## src/rtl/ntt_pkg.sv

```systemverilog
// Shared constants and index helpers for the NTT datapath and its feeders.
// Latency: n/a (declarations only).
// Backpressure: n/a.
package ntt_pkg;

    // Coefficient width, frame size, modulus and default slot ordering
    localparam int NTT_N      = 17;
    localparam int NTT_D      = 8;
    localparam int NTT_Q      = 65537;
    localparam int NTT_LOG2D  = $clog2(NTT_D);
    localparam int NTT_BITREV = 1;

    // Reverse the low log2d bits of idx; upper bits of the result are zero.
    // Shared with the twiddle-index generator so both sides agree on ordering.
    function automatic int bitrev(input int idx, input int log2d);
        int r;
        r = 0;
        for (int b = 0; b < 32; b++) begin
            if (b < log2d) begin
                r[log2d - 1 - b] = idx[b];
            end
        end
        return r;
    endfunction

endpackage

```

## src/rtl/mod_reduce_once.sv

```systemverilog
// Single conditional subtract of Q; valid for inputs below 2*Q.
// Latency: combinational, zero cycles.
// Backpressure: none, pure function of the input.
module mod_reduce_once #(
    parameter int N = 17,
    parameter int Q = 65537
) (
    input  logic [N-1:0] i_x,
    output logic [N-1:0] o_y
);

    localparam logic [N-1:0] QV = N'(Q);

    logic w_ge_q;

    assign w_ge_q = (i_x >= QV);
    assign o_y    = w_ge_q ? (i_x - QV) : i_x;

endmodule

```

## src/rtl/ntt_input_loader.sv

```systemverilog
// Serial-to-parallel coefficient loader: reduce mod Q, place into ping-pong frame banks.
// Latency: completing beat at edge t -> frame visible after edge t (one cycle).
// Backpressure: s_ready drops only when the write bank is still full; frame held until taken.
module ntt_input_loader
    import ntt_pkg::*;
#(
    parameter int N      = NTT_N,
    parameter int D      = NTT_D,
    parameter int Q      = NTT_Q,
    parameter int BITREV = NTT_BITREV
) (
    input  logic           i_clk,
    input  logic           i_rst_n,
    input  logic [N-1:0]   i_s_coef,
    input  logic           i_s_valid,
    input  logic           i_s_last,
    output logic           o_s_ready,
    output logic [D*N-1:0] o_frame_out,
    output logic           o_frame_valid,
    input  logic           i_frame_take,
    output logic           o_short_frame
);

    localparam int              LOG2D  = $clog2(D);
    localparam logic [LOG2D-1:0] K_LAST = LOG2D'(D - 1);

    // Storage slot used for beat index j of a frame
    function automatic logic [LOG2D-1:0] slot_of(input int j);
        if (BITREV != 0) begin
            return LOG2D'(bitrev(j, LOG2D));
        end
        return LOG2D'(j);
    endfunction

    logic [D-1:0][N-1:0] r_bank [2];
    logic [1:0]          r_full;
    logic                r_wr_sel;
    logic                r_rd_sel;
    logic [LOG2D-1:0]    r_k;
    logic                r_short;

    logic [N-1:0]        w_coef_red;
    logic                w_xfer;
    logic                w_done;
    logic                w_early;
    logic                w_take;

    mod_reduce_once #(
        .N (N),
        .Q (Q)
    ) u_reduce (
        .i_x (i_s_coef),
        .o_y (w_coef_red)
    );

    // Ready depends only on registered state so upstream sees no comb loop
    assign o_s_ready = ~r_full[r_wr_sel];
    assign w_xfer    = i_s_valid & o_s_ready;
    assign w_early   = w_xfer & i_s_last & (r_k != K_LAST);
    assign w_done    = w_xfer & (i_s_last | (r_k == K_LAST));
    // A take with nothing to read is dropped
    assign w_take    = i_frame_take & r_full[r_rd_sel];

    // Write the reduced beat into its slot; an early last zero-fills the remaining slots
    always_ff @(posedge i_clk) begin
        if (!i_rst_n) begin
            r_bank[0] <= '0;
            r_bank[1] <= '0;
        end else if (w_xfer) begin
            for (int j = 0; j < D; j++) begin
                if (LOG2D'(j) == r_k) begin
                    r_bank[r_wr_sel][slot_of(j)] <= w_coef_red;
                end else if (w_early && (LOG2D'(j) > r_k)) begin
                    r_bank[r_wr_sel][slot_of(j)] <= '0;
                end
            end
        end
    end

    // Beat counter, bank ownership and the short-frame flag
    always_ff @(posedge i_clk) begin
        if (!i_rst_n) begin
            r_full   <= 2'b00;
            r_wr_sel <= 1'b0;
            r_rd_sel <= 1'b0;
            r_k      <= '0;
            r_short  <= 1'b0;
        end else begin
            r_short <= w_early;
            if (w_xfer) begin
                r_k <= w_done ? '0 : r_k + 1'b1;
            end
            // Fill and drain never target the same bank in one cycle:
            // filling needs the write bank empty, draining needs the read bank full.
            if (w_done) begin
                r_full[r_wr_sel] <= 1'b1;
                r_wr_sel         <= ~r_wr_sel;
            end
            if (w_take) begin
                r_full[r_rd_sel] <= 1'b0;
                r_rd_sel         <= ~r_rd_sel;
            end
        end
    end

    assign o_frame_out   = r_bank[r_rd_sel];
    assign o_frame_valid = r_full[r_rd_sel];
    assign o_short_frame = r_short;

endmodule

```

## config.mk

```make
export PLATFORM = sky130hd
export DESIGN_NAME = ntt_input_loader
export DESIGN_NICKNAME = d
export VERILOG_FILES = /design/src/rtl/ntt_pkg.sv /design/src/rtl/mod_reduce_once.sv /design/src/rtl/ntt_input_loader.sv
export SDC_FILE = /design/constraint.sdc
export NUM_CORES = 1
export LEC_CHECK = 0
export ABC_AREA = 1
export CAP_MARGIN = 20
export CORE_ASPECT_RATIO = 1.1
export CORE_MARGIN = 10
export CORE_UTILIZATION = 60
export CTS_CLUSTER_DIAMETER = 100
export CTS_CLUSTER_SIZE = 28
export DETAILED_ROUTE_END_ITERATION = 7
export PLACE_DENSITY = 0.95
export RECOVER_POWER = 50
export SLEW_MARGIN = 30
export SYNTH_ARGS = -nofsm -noshare
export SYNTH_HDL_FRONTEND = slang
export SYNTH_SLANG_ARGS = --single-unit
```

## constraint.sdc

```tcl
create_clock -name i_clk -period 4.5 [get_ports i_clk]
set_clock_uncertainty 0.1 [all_clocks]
set_input_delay 0.9 -clock i_clk [delete_from_list [all_inputs] [get_ports i_clk]]
set_output_delay 0.9 -clock i_clk [all_outputs]
set_load 0.03 [all_outputs]
```

==> reports/metrics.yaml <==
cts_root_buf: "clkbuf_16"
start_util: 0.608
tightest_slew_ns: 1.04
synthesis.instances: 1121
status: "finished clean"
drive_gt1_frac: 0.139
drt_wl_total_mm: 36.8
total_power_mw: 5.73
synth-adder-area-share: 0.00582
layout_commonest_cell: "nor2_1"
r2r_slack_ns: 0.78
ctsHoldBuffers: 0
die_w_um: 160
max_cap_violations: 0
yosys.cell_types.count: 25
r2r_end: "r_bank[0][94]"
cp.required_ns: 4.62
hold_path.class: "flip-flop to flip-flop"
utilization: 0.717
ir_drop_v: 0.000397
cp_max_fo: 16
period_share: 0.897
period_minus_slack_ns: 4.03
synth-xor-area-share: 0.00475
hold_viol: 0
ys.flop_type: "edfxtp_1"
clock.fmax_mhz: 248
area_delta_synth_final_pct: 18.1
gp_congestion: 0.965
row_count: 56
die_h_um: 174
die_area_um2: 27800
synth_area_per_cell_um2: 11.5
h-tree-depth: 1
r2r_cells: 11
synthMuxAreaShare: 0.119
tns_ns: 0
rsz0062_at_grt: "no"
io_buffers: 160
clk_latency_ns: 0.52
grt_use_total: 0.252
worstSetupPathType: "primary input to flip-flop"
holdPathStages: 2
antenna_left: 0
synth_area_leader_cell: "edfxtp_1"
drtIter0Drc: 1342
synth_nets: 1149
cts_tree: "built"
grt_max_degree: 52
dr.pass1.iters: 6
clockBufferDepth: 3
synth_simple_gate_area_share: 0.193
worstHoldStart: "r_full[0]"
post-route-drc-count: 0
rr_startpoint: "r_wr_sel"
synth_top_area_share: 0.633
syn_area_um2: 12900
synth_top_family_by_area: "simple AND/OR/NAND/NOR gates"
core_um2: 21200
relSlewSlack: 0.310
layout_common_cells: "309 x nor2_1, 272 x edfxtp_1, 153 x clkdlybuf4s50_1"
synth_compound_area_frac: 0.00698
final-setup-viol-count: 0
yosys_warnings: 0
cts_resized: 0
synth_edf_count: 272
async_reset_ff_frac: 0
ys_top_cells_by_area: "edfxtp_1 63%, mux2_2 12%, nor2_1 9.0%"
critPathArrivalTime_ns: 4.16
leakagePower_nw: 5.93
ioPinCount: 161
endpoint_kind: "flip-flop"
hpwlAfterDp_mm: 24.7
routedWlPerCell_um: 23.4
diodes: 0
instances_no_fill: 1573
power.density_nw_per_um2: 376
viasPerCell: 6.21
grt_pass1_vias: 9603
cts_buffers: 14
maxSlewViolCount: 0
dp_cells: 1549
grt-ovfl-total: 0
clock-sinks: 281
grt_pass1_wl_mm: 54.8
synth-seq-area-share: 0.647
cts_setup_buffers: 0
antenna_found_initial: 0
worstSetupStartpointType: "primary input"
num_vias: 9775
synth-seq-cells: 281
whs_endpoint: "r_full[0]"
nets: 1303
clk_pin_slew_ns: 0.12
[metal layers]
metal | up-vias | GRT usage | share of wire
li1 | 4209 | - | -
met1 | 4646 | 0.313 | 0.35
met2 | 781 | 0.417 | 0.48
met3 | 139 | 0.0499 | 0.12
met4 | 0 | 0.115 | 0.051
met5 | - | 0 | 0
[logic make-up after synthesis]
kind of cell	after synthesis
buffers and inverters	78
muxes	136
and+or+nand+nor	599
AOI/OAI and AO/OA	14
adders and majority gates	6
DFF	281
xor gates and xnor gates	7
[cell usage after synthesis, types with 2 or more instances]
cell / n
nand2_2: 13
dfxtp_1: 9
nand3_2: 4
buf_2: 9
edfxtp_1: 272
nand4_1: 2
buf_1: 3
o21ai_1: 2
nor2_1: 309
xor2_1: 6
a21oi_1: 3
a211oi_1: 2
inv_1: 29
nand2_1: 139
o21ai_2: 4
clkbuf_1: 36
nand3_1: 128
o21ai_0: 3
mux2_2: 136
ha_1: 6
nor3_1: 2
[sequential cells by signal (all words and copies together), names as in the netlist, named ones only]
name,count
r_full,2
r_wr_sel,1
r_rd_sel,1
r_k,3
r_bank,272
o_short_frame,1
[power by group]
group / switching (mW) / total [mW] / internal [mW]
combinational: 0.751 / 1.16 / 0.406
clock: 0.827 / 1.47 / 0.642
sequential: 0.0595 / 3.10 / 3.04
total: 1.64 / 5.73 / 4.09
[final cells by class]
cell class / instances / area, um^2
Fill cell: 1382 / 6000
Tap cell: 290 / 363
Multi-Input combinational cell: 762 / 4210
Clock buffer: 23 / 405
Timing Repair Buffer: 186 / 1760
Sequential cell: 281 / 8350
Clock inverter: 1 / 30.0
Inverter: 30 / 113
[worst max-delay path by stage]
stage	from	cells past startpoint	slack (ns)	end
floorplan	i_rst_n	10	1.43	r_bank[0][0]
global placement	i_s_valid	7	0.60	r_bank[1][17]
detailed placement	i_s_valid	7	0.48	r_bank[1][18]
CTS	flip-flop	3	0.70	o_frame_out[69]
global route	i_s_valid	9	0.37	r_bank[0][94]
finish	i_s_coef[5]	11	0.47	r_bank[1][67]
[worst max-delay path, cell delays in order]
cell and delay (ns):
dlygate4sd3_1 0.63, nor2_1 0.19, nand2_1 0.11, nor2_1 0.26, nand2_1 0.12, nand3_1 0.12, clkbuf_1 0.58, o21ai_0 0.54
clkbuf_1 0.42, nand3_1 0.22, nor2_1 0.07
[stage by stage]
| step | setup slack [ns] | hold WS, ns | instance area, um^2 |
|---|---|---|---|
| after floorplan | 1.43 | 0.376 | 12900 |
| after global placement | 0.596 | 0.396 | 14900 |
| after detailed placement | 0.482 | 0.412 | 14900 |
| after CTS | 0.698 | 0.445 | 15300 |
| after global routing | 0.366 | 0.465 | 15200 |
| final | 0.466 | 0.459 | 15200 |
(Power assumes the default switching activity.)
